`src/rtl/rv_pkg.sv`:
```
// Shared types for the rv SPI target block.
// Holds the target FSM state type and the minimum clk/sck ratio.
package rv_pkg;

   typedef enum logic {
      SPI_TGT_IDLE,
      SPI_TGT_ACTIVE
   } spi_tgt_state_e;

   // f_clk must be at least this many times f_sck
   localparam int SPI_TGT_MIN_CLK_RATIO = 8;

endpackage

```
`src/rtl/rv_sync_edge.sv`:
```
// Multi-stage synchronizer with rise/fall detection on the synced level.
// Ports: clk_i, rst_i (sync, active-high), d_i (async in),
//        q_o (synced level), rise_o / fall_o (one-cycle edge pulses).
module rv_sync_edge #(
   parameter int   STAGES  = 2,
   parameter logic RST_VAL = 1'b0
) (
   input  logic clk_i,
   input  logic rst_i,
   input  logic d_i,
   output logic q_o,
   output logic rise_o,
   output logic fall_o
);

   logic [STAGES-1:0] sync_q;
   logic              dly_q;

   always_ff @(posedge clk_i) begin
      if (rst_i) begin
         sync_q <= {STAGES{RST_VAL}};
         dly_q  <= RST_VAL;
      end else begin
         sync_q <= {sync_q[STAGES-2:0], d_i};
         dly_q  <= sync_q[STAGES-1];
      end
   end

   assign q_o    = sync_q[STAGES-1];
   assign rise_o = sync_q[STAGES-1] & ~dly_q;
   assign fall_o = ~sync_q[STAGES-1] & dly_q;

endmodule

```
`src/rtl/rv_spi_target.sv`:
```
// SPI mode-0 target, oversampled in clk_i; RX word strobe, TX holding reg.
// Build option: RV_SPI_TARGET_LSB_FIRST_EN selects LSB-first shifting.
// Ports: clk_i, rst_i (sync, active-high); spi_sck_i, spi_cs_n_i,
//   spi_mosi_i (async pins); spi_miso_o, spi_miso_oe_o (target out);
//   rx_data_o / rx_valid_o (received word + strobe);
//   tx_data_i / tx_valid_i / tx_ready_o (holding-register handshake);
//   tx_underrun_o, frame_abort_o (strobes); busy_o (frame active).
module rv_spi_target
   import rv_pkg::*;
#(
   parameter int          DATA_W      = 8,
   parameter int          SYNC_STAGES = 2,
   parameter logic [31:0] TX_IDLE     = 32'hFF
) (
   input  logic              clk_i,
   input  logic              rst_i,
   input  logic              spi_sck_i,
   input  logic              spi_cs_n_i,
   input  logic              spi_mosi_i,
   output logic              spi_miso_o,
   output logic              spi_miso_oe_o,
   output logic [DATA_W-1:0] rx_data_o,
   output logic              rx_valid_o,
   input  logic [DATA_W-1:0] tx_data_i,
   input  logic              tx_valid_i,
   output logic              tx_ready_o,
   output logic              tx_underrun_o,
   output logic              frame_abort_o,
   output logic              busy_o
);

   localparam int CNT_W = $clog2(DATA_W);
   localparam logic [CNT_W-1:0] CNT_LAST = CNT_W'(DATA_W - 1);
   localparam logic [DATA_W-1:0] IDLE_WORD = TX_IDLE[DATA_W-1:0];

   spi_tgt_state_e state_q, state_d;

   logic sck_lvl, sck_rise, sck_fall;
   logic cs_lvl, cs_rise, cs_fall;
   logic mosi_s, mosi_rise, mosi_fall;
   logic unused_lvl;

   logic [DATA_W-1:0] hold_q, hold_d;
   logic              full_q, full_d;
   logic [DATA_W-1:0] txsh_q, txsh_d;
   logic [DATA_W-1:0] rxsh_q, rxsh_d;
   logic [CNT_W-1:0]  cnt_q, cnt_d;
   logic              pend_q, pend_d;
   logic [DATA_W-1:0] rx_data_q, rx_data_d;
   logic              rx_valid_q, rx_valid_d;
   logic              under_q, under_d;
   logic              abort_q, abort_d;

   logic [DATA_W-1:0] rx_in;
   logic [DATA_W-1:0] tx_sh;
   logic              miso_bit;
   logic              act;
   logic              sck_ok;
   logic              end_frame;
   logic              load;

   rv_sync_edge #(
      .STAGES  (SYNC_STAGES),
      .RST_VAL (1'b0)
   ) u_sck (
      .clk_i  (clk_i),
      .rst_i  (rst_i),
      .d_i    (spi_sck_i),
      .q_o    (sck_lvl),
      .rise_o (sck_rise),
      .fall_o (sck_fall)
   );

   rv_sync_edge #(
      .STAGES  (SYNC_STAGES),
      .RST_VAL (1'b1)
   ) u_cs (
      .clk_i  (clk_i),
      .rst_i  (rst_i),
      .d_i    (spi_cs_n_i),
      .q_o    (cs_lvl),
      .rise_o (cs_rise),
      .fall_o (cs_fall)
   );

   rv_sync_edge #(
      .STAGES  (SYNC_STAGES),
      .RST_VAL (1'b0)
   ) u_mosi (
      .clk_i  (clk_i),
      .rst_i  (rst_i),
      .d_i    (spi_mosi_i),
      .q_o    (mosi_s),
      .rise_o (mosi_rise),
      .fall_o (mosi_fall)
   );

   // only edges matter for sck/cs, only the level for mosi
   assign unused_lvl = ^{sck_lvl, cs_lvl, mosi_rise, mosi_fall};

`ifdef RV_SPI_TARGET_LSB_FIRST_EN
   assign rx_in    = {mosi_s, rxsh_q[DATA_W-1:1]};
   assign tx_sh    = {1'b0, txsh_q[DATA_W-1:1]};
   assign miso_bit = txsh_q[0];
`else
   assign rx_in    = {rxsh_q[DATA_W-2:0], mosi_s};
   assign tx_sh    = {txsh_q[DATA_W-2:0], 1'b0};
   assign miso_bit = txsh_q[DATA_W-1];
`endif

   // FSM: state register
   always_ff @(posedge clk_i) begin
      if (rst_i) begin
         state_q <= SPI_TGT_IDLE;
      end else begin
         state_q <= state_d;
      end
   end

   // FSM: next state
   always_comb begin
      state_d = state_q;
      unique case (state_q)
         SPI_TGT_IDLE:   if (cs_fall) state_d = SPI_TGT_ACTIVE;
         SPI_TGT_ACTIVE: if (cs_rise) state_d = SPI_TGT_IDLE;
         default:        state_d = SPI_TGT_IDLE;
      endcase
   end

   // FSM: outputs
   always_comb begin
      busy_o        = (state_q == SPI_TGT_ACTIVE);
      spi_miso_oe_o = (state_q == SPI_TGT_ACTIVE);
   end

   assign act       = (state_q == SPI_TGT_ACTIVE);
   assign end_frame = act & cs_rise;
   // sck edges coinciding with deselect are dropped
   assign sck_ok    = act & ~cs_rise;
   assign load      = (~act & cs_fall) | (sck_ok & sck_fall & pend_q);

   always_comb begin
      hold_d     = hold_q;
      full_d     = full_q;
      txsh_d     = txsh_q;
      rxsh_d     = rxsh_q;
      cnt_d      = cnt_q;
      pend_d     = pend_q;
      rx_data_d  = rx_data_q;
      rx_valid_d = 1'b0;
      under_d    = 1'b0;
      abort_d    = 1'b0;

      if (end_frame) begin
         abort_d = (cnt_q != '0);
         cnt_d   = '0;
         pend_d  = 1'b0;
         rxsh_d  = '0;
      end

      if (sck_ok & sck_rise) begin
         rxsh_d = rx_in;
         if (cnt_q == CNT_LAST) begin
            cnt_d      = '0;
            pend_d     = 1'b1;
            rx_data_d  = rx_in;
            rx_valid_d = 1'b1;
         end else begin
            cnt_d = cnt_q + CNT_W'(1);
         end
      end

      if (sck_ok & sck_fall) begin
         if (pend_q) begin
            pend_d = 1'b0;
         end else begin
            txsh_d = tx_sh;
         end
      end

      if (load) begin
         if (full_q) begin
            txsh_d = hold_q;
            full_d = 1'b0;
         end else begin
            txsh_d  = IDLE_WORD;
            under_d = 1'b1;
         end
      end

      // a word accepted during a load waits for the next boundary
      if (tx_valid_i & ~full_q) begin
         hold_d = tx_data_i;
         full_d = 1'b1;
      end
   end

   always_ff @(posedge clk_i) begin
      if (rst_i) begin
         hold_q     <= '0;
         full_q     <= 1'b0;
         txsh_q     <= '0;
         rxsh_q     <= '0;
         cnt_q      <= '0;
         pend_q     <= 1'b0;
         rx_data_q  <= '0;
         rx_valid_q <= 1'b0;
         under_q    <= 1'b0;
         abort_q    <= 1'b0;
      end else begin
         hold_q     <= hold_d;
         full_q     <= full_d;
         txsh_q     <= txsh_d;
         rxsh_q     <= rxsh_d;
         cnt_q      <= cnt_d;
         pend_q     <= pend_d;
         rx_data_q  <= rx_data_d;
         rx_valid_q <= rx_valid_d;
         under_q    <= under_d;
         abort_q    <= abort_d;
      end
   end

   assign spi_miso_o    = miso_bit;
   assign rx_data_o     = rx_data_q;
   assign rx_valid_o    = rx_valid_q;
   assign tx_ready_o    = ~full_q;
   assign tx_underrun_o = under_q;
   assign frame_abort_o = abort_q;

endmodule

```
`config.mk`:
```
export PLATFORM = sky130hd
export DESIGN_NAME = rv_spi_target
export DESIGN_NICKNAME = d
export VERILOG_FILES = /design/src/rtl/rv_pkg.sv /design/src/rtl/rv_sync_edge.sv /design/src/rtl/rv_spi_target.sv
export SDC_FILE = /design/constraint.sdc
export NUM_CORES = 1
export LEC_CHECK = 0
export ABC_AREA = 1
export CAP_MARGIN = 20
export CORE_MARGIN = 3
export CORE_UTILIZATION = 30
export DETAILED_ROUTE_END_ITERATION = 12
export GPL_TIMING_DRIVEN = 1
export PLACE_DENSITY_LB_ADDON = 0.08
export SLEW_MARGIN = 20
export SYNTH_ARGS = -nofsm -noshare
export SYNTH_HDL_FRONTEND = slang
export SYNTH_HIERARCHICAL = 1
export SYNTH_SLANG_ARGS = --single-unit
```
`constraint.sdc`:
```
create_clock -name clk_i -period 1.3 [get_ports clk_i]
set_clock_uncertainty 0.2 [all_clocks]
set_input_delay 0.325 -clock clk_i [delete_from_list [all_inputs] [get_ports clk_i]]
set_output_delay 0.325 -clock clk_i [all_outputs]
set_load 0.05 [all_outputs]
```
## Yosys cells after proc, flatten, opt, wreduce, memory -nomap -nowiden

Index checks and enable logic that the tools add are counted.

| storage, ports and cells | value |
|---|---|
| bits of input ports | 14 |
| register bits after elaboration | 48 |
| output and inout port bits | 15 |
| logic and storage cells | 71 |

| cells by class | value |
|---|---|
| add/subtract/negate cells | 1 |
| bitwise logic cells | 22 |
| muxes and demuxes | 21 |
| equality and inequality tests | 2 |
| reductions and logical operators | 9 |

Operator list:

| operator | number |
|---|---|
| 8-bit two-way mux | 4 |
| 7-bit two-way mux | 2 |
| 1-bit bitwise AND | 11 |
| 1-bit two-way mux | 11 |
| 1-bit NOT | 10 |
| 3-bit two-way mux | 3 |
| 2-bit nonzero test | 3 |
| 2-bit OR reduction | 3 |
| 2-bit AND reduction | 2 |
| 3-bit by 1-bit adder with 3-bit output, second input constant | 1 |
| 3-bit == test, second input constant | 1 |
| 3-bit nonzero test | 1 |
| 2-bit by 1-bit inequality test with 1-bit output, second input constant | 1 |
| 1-bit case mux with 2 select lines | 1 |
| 1-bit bitwise OR | 1 |

## Depth between registers and ports, before layout

| depth | value |
|---|---|
| depth in word-level cells | 9 |
| mapped depth | 9 |
| depth with buffers taken out | 9 |

## By module

The synthesis kept the hierarchy.

Modules (own cells, without submodules):

| module | instances | cells an instance | area each (µm²) | sequential area each (µm²) |
|---|---|---|---|---|
| rv_spi_target | 1 | 214 | 1611.5 | 800.8 |
| rv_sync_edge at u_mosi ... | 2 | 12 | 93.8 | 60.1 |
| rv_sync_edge at u_cs | 1 | 13 | 97.6 | 60.1 |

## Least setup slack after synthesis

Ideal clock, no wire load.

| timing path | value |
|---|---|
| kind | flip-flop to flip-flop |
| from | register full_q |
| to | register hold_q[0] |
| required time | 0.984 ns |
| path buffers | 0 |
| period minus slack after synthesis | 1.752 ns |
| library setup time | 0.116 ns |
| stages on the path, launching flop included | 6 |
| path slack | -0.452 ns |
| data arrival time | 1.436 ns |
| cell sequence | dfxtp_1 -> clkinv_1 -> nand2_1 -> inv_1 -> nor2_1 -> nor2_1 |

| between the ends | value |
|---|---|
| longest elaborated chain between the ends | 2 |

RTL lines:

| element | line | text |
|---|---|---|
| start: declaration | rv_spi_target.sv:44 | `logic full_q, full_d;` |
| start signal: assignment | rv_spi_target.sv:212 | `full_q <= full_d;` |
| 1-bit NOT | -- |  |
| via tx_ready_o | rv_spi_target.sv:26 | `output logic tx_ready_o,` |
| 1-bit bitwise AND | rv_spi_target.sv:192 | `if (tx_valid_i & ~full_q) begin` |
| end signal: assignment | rv_spi_target.sv:211 | `hold_q <= hold_d;` |
| end: declaration | rv_spi_target.sv:43 | `logic [DATA_W-1:0] hold_q, hold_d;` |

The timed path passes the listed nets, and every way through them passes these cells.
A chain may end at the register's enable or synchronous reset.

## Worst setup path in the final report

| timing path | value |
|---|---|
| from | register state_q, in the netlist busy_o |
| to | output port spi_miso_oe_o |

RTL lines:

| element | line | text |
|---|---|---|
| start: declaration | rv_spi_target.sv:36 | `spi_tgt_state_e state_q, state_d;` |
| start signal: assignment | rv_spi_target.sv:116 | `state_q <= state_d;` |
| end: declaration | rv_spi_target.sv:21 | `output logic spi_miso_oe_o,` |

No word-level cell between the ends.

==> run metrics <==
outcome=finished, violations left; violated checks=negative setup slack; Final Worst Setup Slack=-155 ps; Startpoint Class=flop; Max VDD drop=564 uV; die area=7170 sq um; register area=986 sq um; Power Density=998 nW/um^2; drt pass-1 iters=4; number of DRC markers in iteration 0=90; post-route antenna net violation count=0; layout cell share with drive strength beyond 1=43.5%; worst path bufs/invs=2; syn_area_per_cell=7.58 sq um; wire per inst=12.2 um; dpl ws=-306 ps; Crit. End Element=primary output; worst slew pin tran=240 ps; Clock Tree Buf Depth=2; min-delay worst type=reg -> reg; CTS root buffer=clkbuf_8; row count=28; CP max-delay cell=dfxtp_4; Setup Viol. Count Final=42; grt ovf=0; CTS tree=yes; total track usage=13.5%; Hold Fails Final Rpt=0; CTS buffer count=5; f_max=687 MHz; Clk Latency, worst-skew pair=300 ps; PnR Total Power=0.00306 W; input/output buffers=28; final instance area=3060 sq um; Worst path top cell family by delay=flip-flops; hpwl dp=2.74 mm; initial core utilization=31.2%; first-pass GRT wire length=7.84 mm; total wire length=4.67 mm; # DRC=0; largest net degree at the start of global routing=22; area of the multi-input gates=1060 sq um; antenna violations before repair=0; MaxCap Viol Count=0; WP data required=770 ps; number of global-route vias before repair=1644; Period minus WS final=1450 ps; leak pwr=1.25 nW; Cell Area, Placed=2500 sq um; Hold Buf Count CTS=0; Netlist Area Pre-Place=1860 sq um; GP Congestion=0.692; Clock Sinks=48; H-tree depth=2; yosys warns=6; fin crit share=112%; Crit path largest cell delay=360 ps; Layout Cells excl Fill=381; kind of critical path=reg -> out; I/O pin count=29; fill count=601; Synthesized Nets=262; vias per inst=4.57; Ant. Diodes=0; Worst Path Max Fanout=2; core area=5960 sq um; DR vias=1740; critical-path cell list=buf_6 -> buf_12; Post-Syn Instances=245; cell count after placement=355; CP arrival=930 ps; CTS clk-pin slew, worst paths=100 ps; fin nets=322; die width=84.7 um; RSZ-0062 raised after global routing=yes; Max Slew Vio Count=0; Die Height=84.7 um; Layout area overhead=64.9%; Slew HR=83.9%
worst paths after layout:
| path | startpoint | end | slack [ps] | depth (start not counted) |
|---|---|---|---|---|
| setup / recovery | busy_o | spi_miso_oe_o | -150 | 2 |
| hold / removal | u_sck/sync_q[0] | u_sck/sync_q[1] | 200 | 2 |
| setup reg to reg | u_cs/sync_q[1] | rx_data_o[7] | -140 | 9 |
| hold reg to reg | u_sck/sync_q[0] | u_sck/sync_q[1] | 200 | 2 |
layout by cell type (no fill, tap or decap), types with 5 or more instances in the layout:
| cell type | instances |
|---|---|
| nor2_1 | 40 |
| nand2_1 | 39 |
| dfxtp_1 | 30 |
| buf_12 | 18 |
| dfxtp_2 | 17 |
| buf_4 | 16 |
| nand3_1 | 13 |
| clkdlybuf4s50_1 | 13 |
| inv_1 | 12 |
| a21oi_1 | 11 |
| a21oi_2 | 11 |
| nand2_2 | 9 |
| buf_6 | 9 |
| o21ai_0 | 8 |
| inv_2 | 6 |
| nand2_4 | 6 |
| o21ai_1 | 5 |
| o21ai_2 | 5 |
| clkbuf_8 | 5 |
routing by layer:
layer | routed length (um) | GRT usage (%) | vias to the layer above
li1 | - | - | 903
met5 | 0 | 0 | -
met3 | 179 | 2.75 | 5
met4 | 55 | 4.75 | 0
met1 | 2220 | 18.4 | 807
met2 | 2210 | 21.4 | 25
flip-flops by register name, summed over array words and instances (netlist names):
signal	flops
busy_o	1
cnt_q	3
frame_abort_o	1
full_q	1
hold_q	8
pend_q	1
rx_data_o	8
rx_valid_o	1
rxsh_q	7
tx_underrun_o	1
txsh_q	8
u_cs/dly_q	1
u_cs/sync_q	2
u_mosi/sync_q	2
u_sck/dly_q	1
u_sck/sync_q	2
what timing repair did:
action	CTS	global route
resized for setup	42	44
pin swaps	13	7
cloned	3	3
setup buffers	6	6
setup endpoints to repair	52	55
hold endpoints to repair	0	0
through the flow:
stage | utilization, % | setup TNS [ps] | hold WS [ps]
finish | 51.4 | -3050 | 202
CTS | 47.2 | -4180 | 205
floorplan | - | -75.2 | 187
global placement | 42.1 | -9510 | 191
global route | 51.4 | -5830 | 213
detailed placement | 42.1 | -10090 | 200
worst reg2reg max path: cells and delay by family, from the launching register on:
family | cells | cell delay (ps)
buffers and inverters | 3 | 300
flip-flops | 1 | 330
AND/OR/NAND/NOR | 5 | 420
AO/OA/AOI/OAI | 1 | 50
where the power goes:
group	leakage (nW)	internal, W	switching [W]
Clock	0.0541	0.000570	0.000524
Sequential	0.398	0.00152	0.0000350
Combinational	0.794	0.000194	0.000215
Total	1.25	0.00228	0.000774
area by class of cell:
class | count | area share (%)
timing repair buffer | 56 | 23.2
clock buffer | 5 | 2.25
inverter | 23 | 3.31
sequential | 48 | 32.2
tap | 75 | 3.06
multi-input combinational | 171 | 34.6
clock inverter | 3 | 1.39
Note: power is estimated with default switching activity, not from simulation.
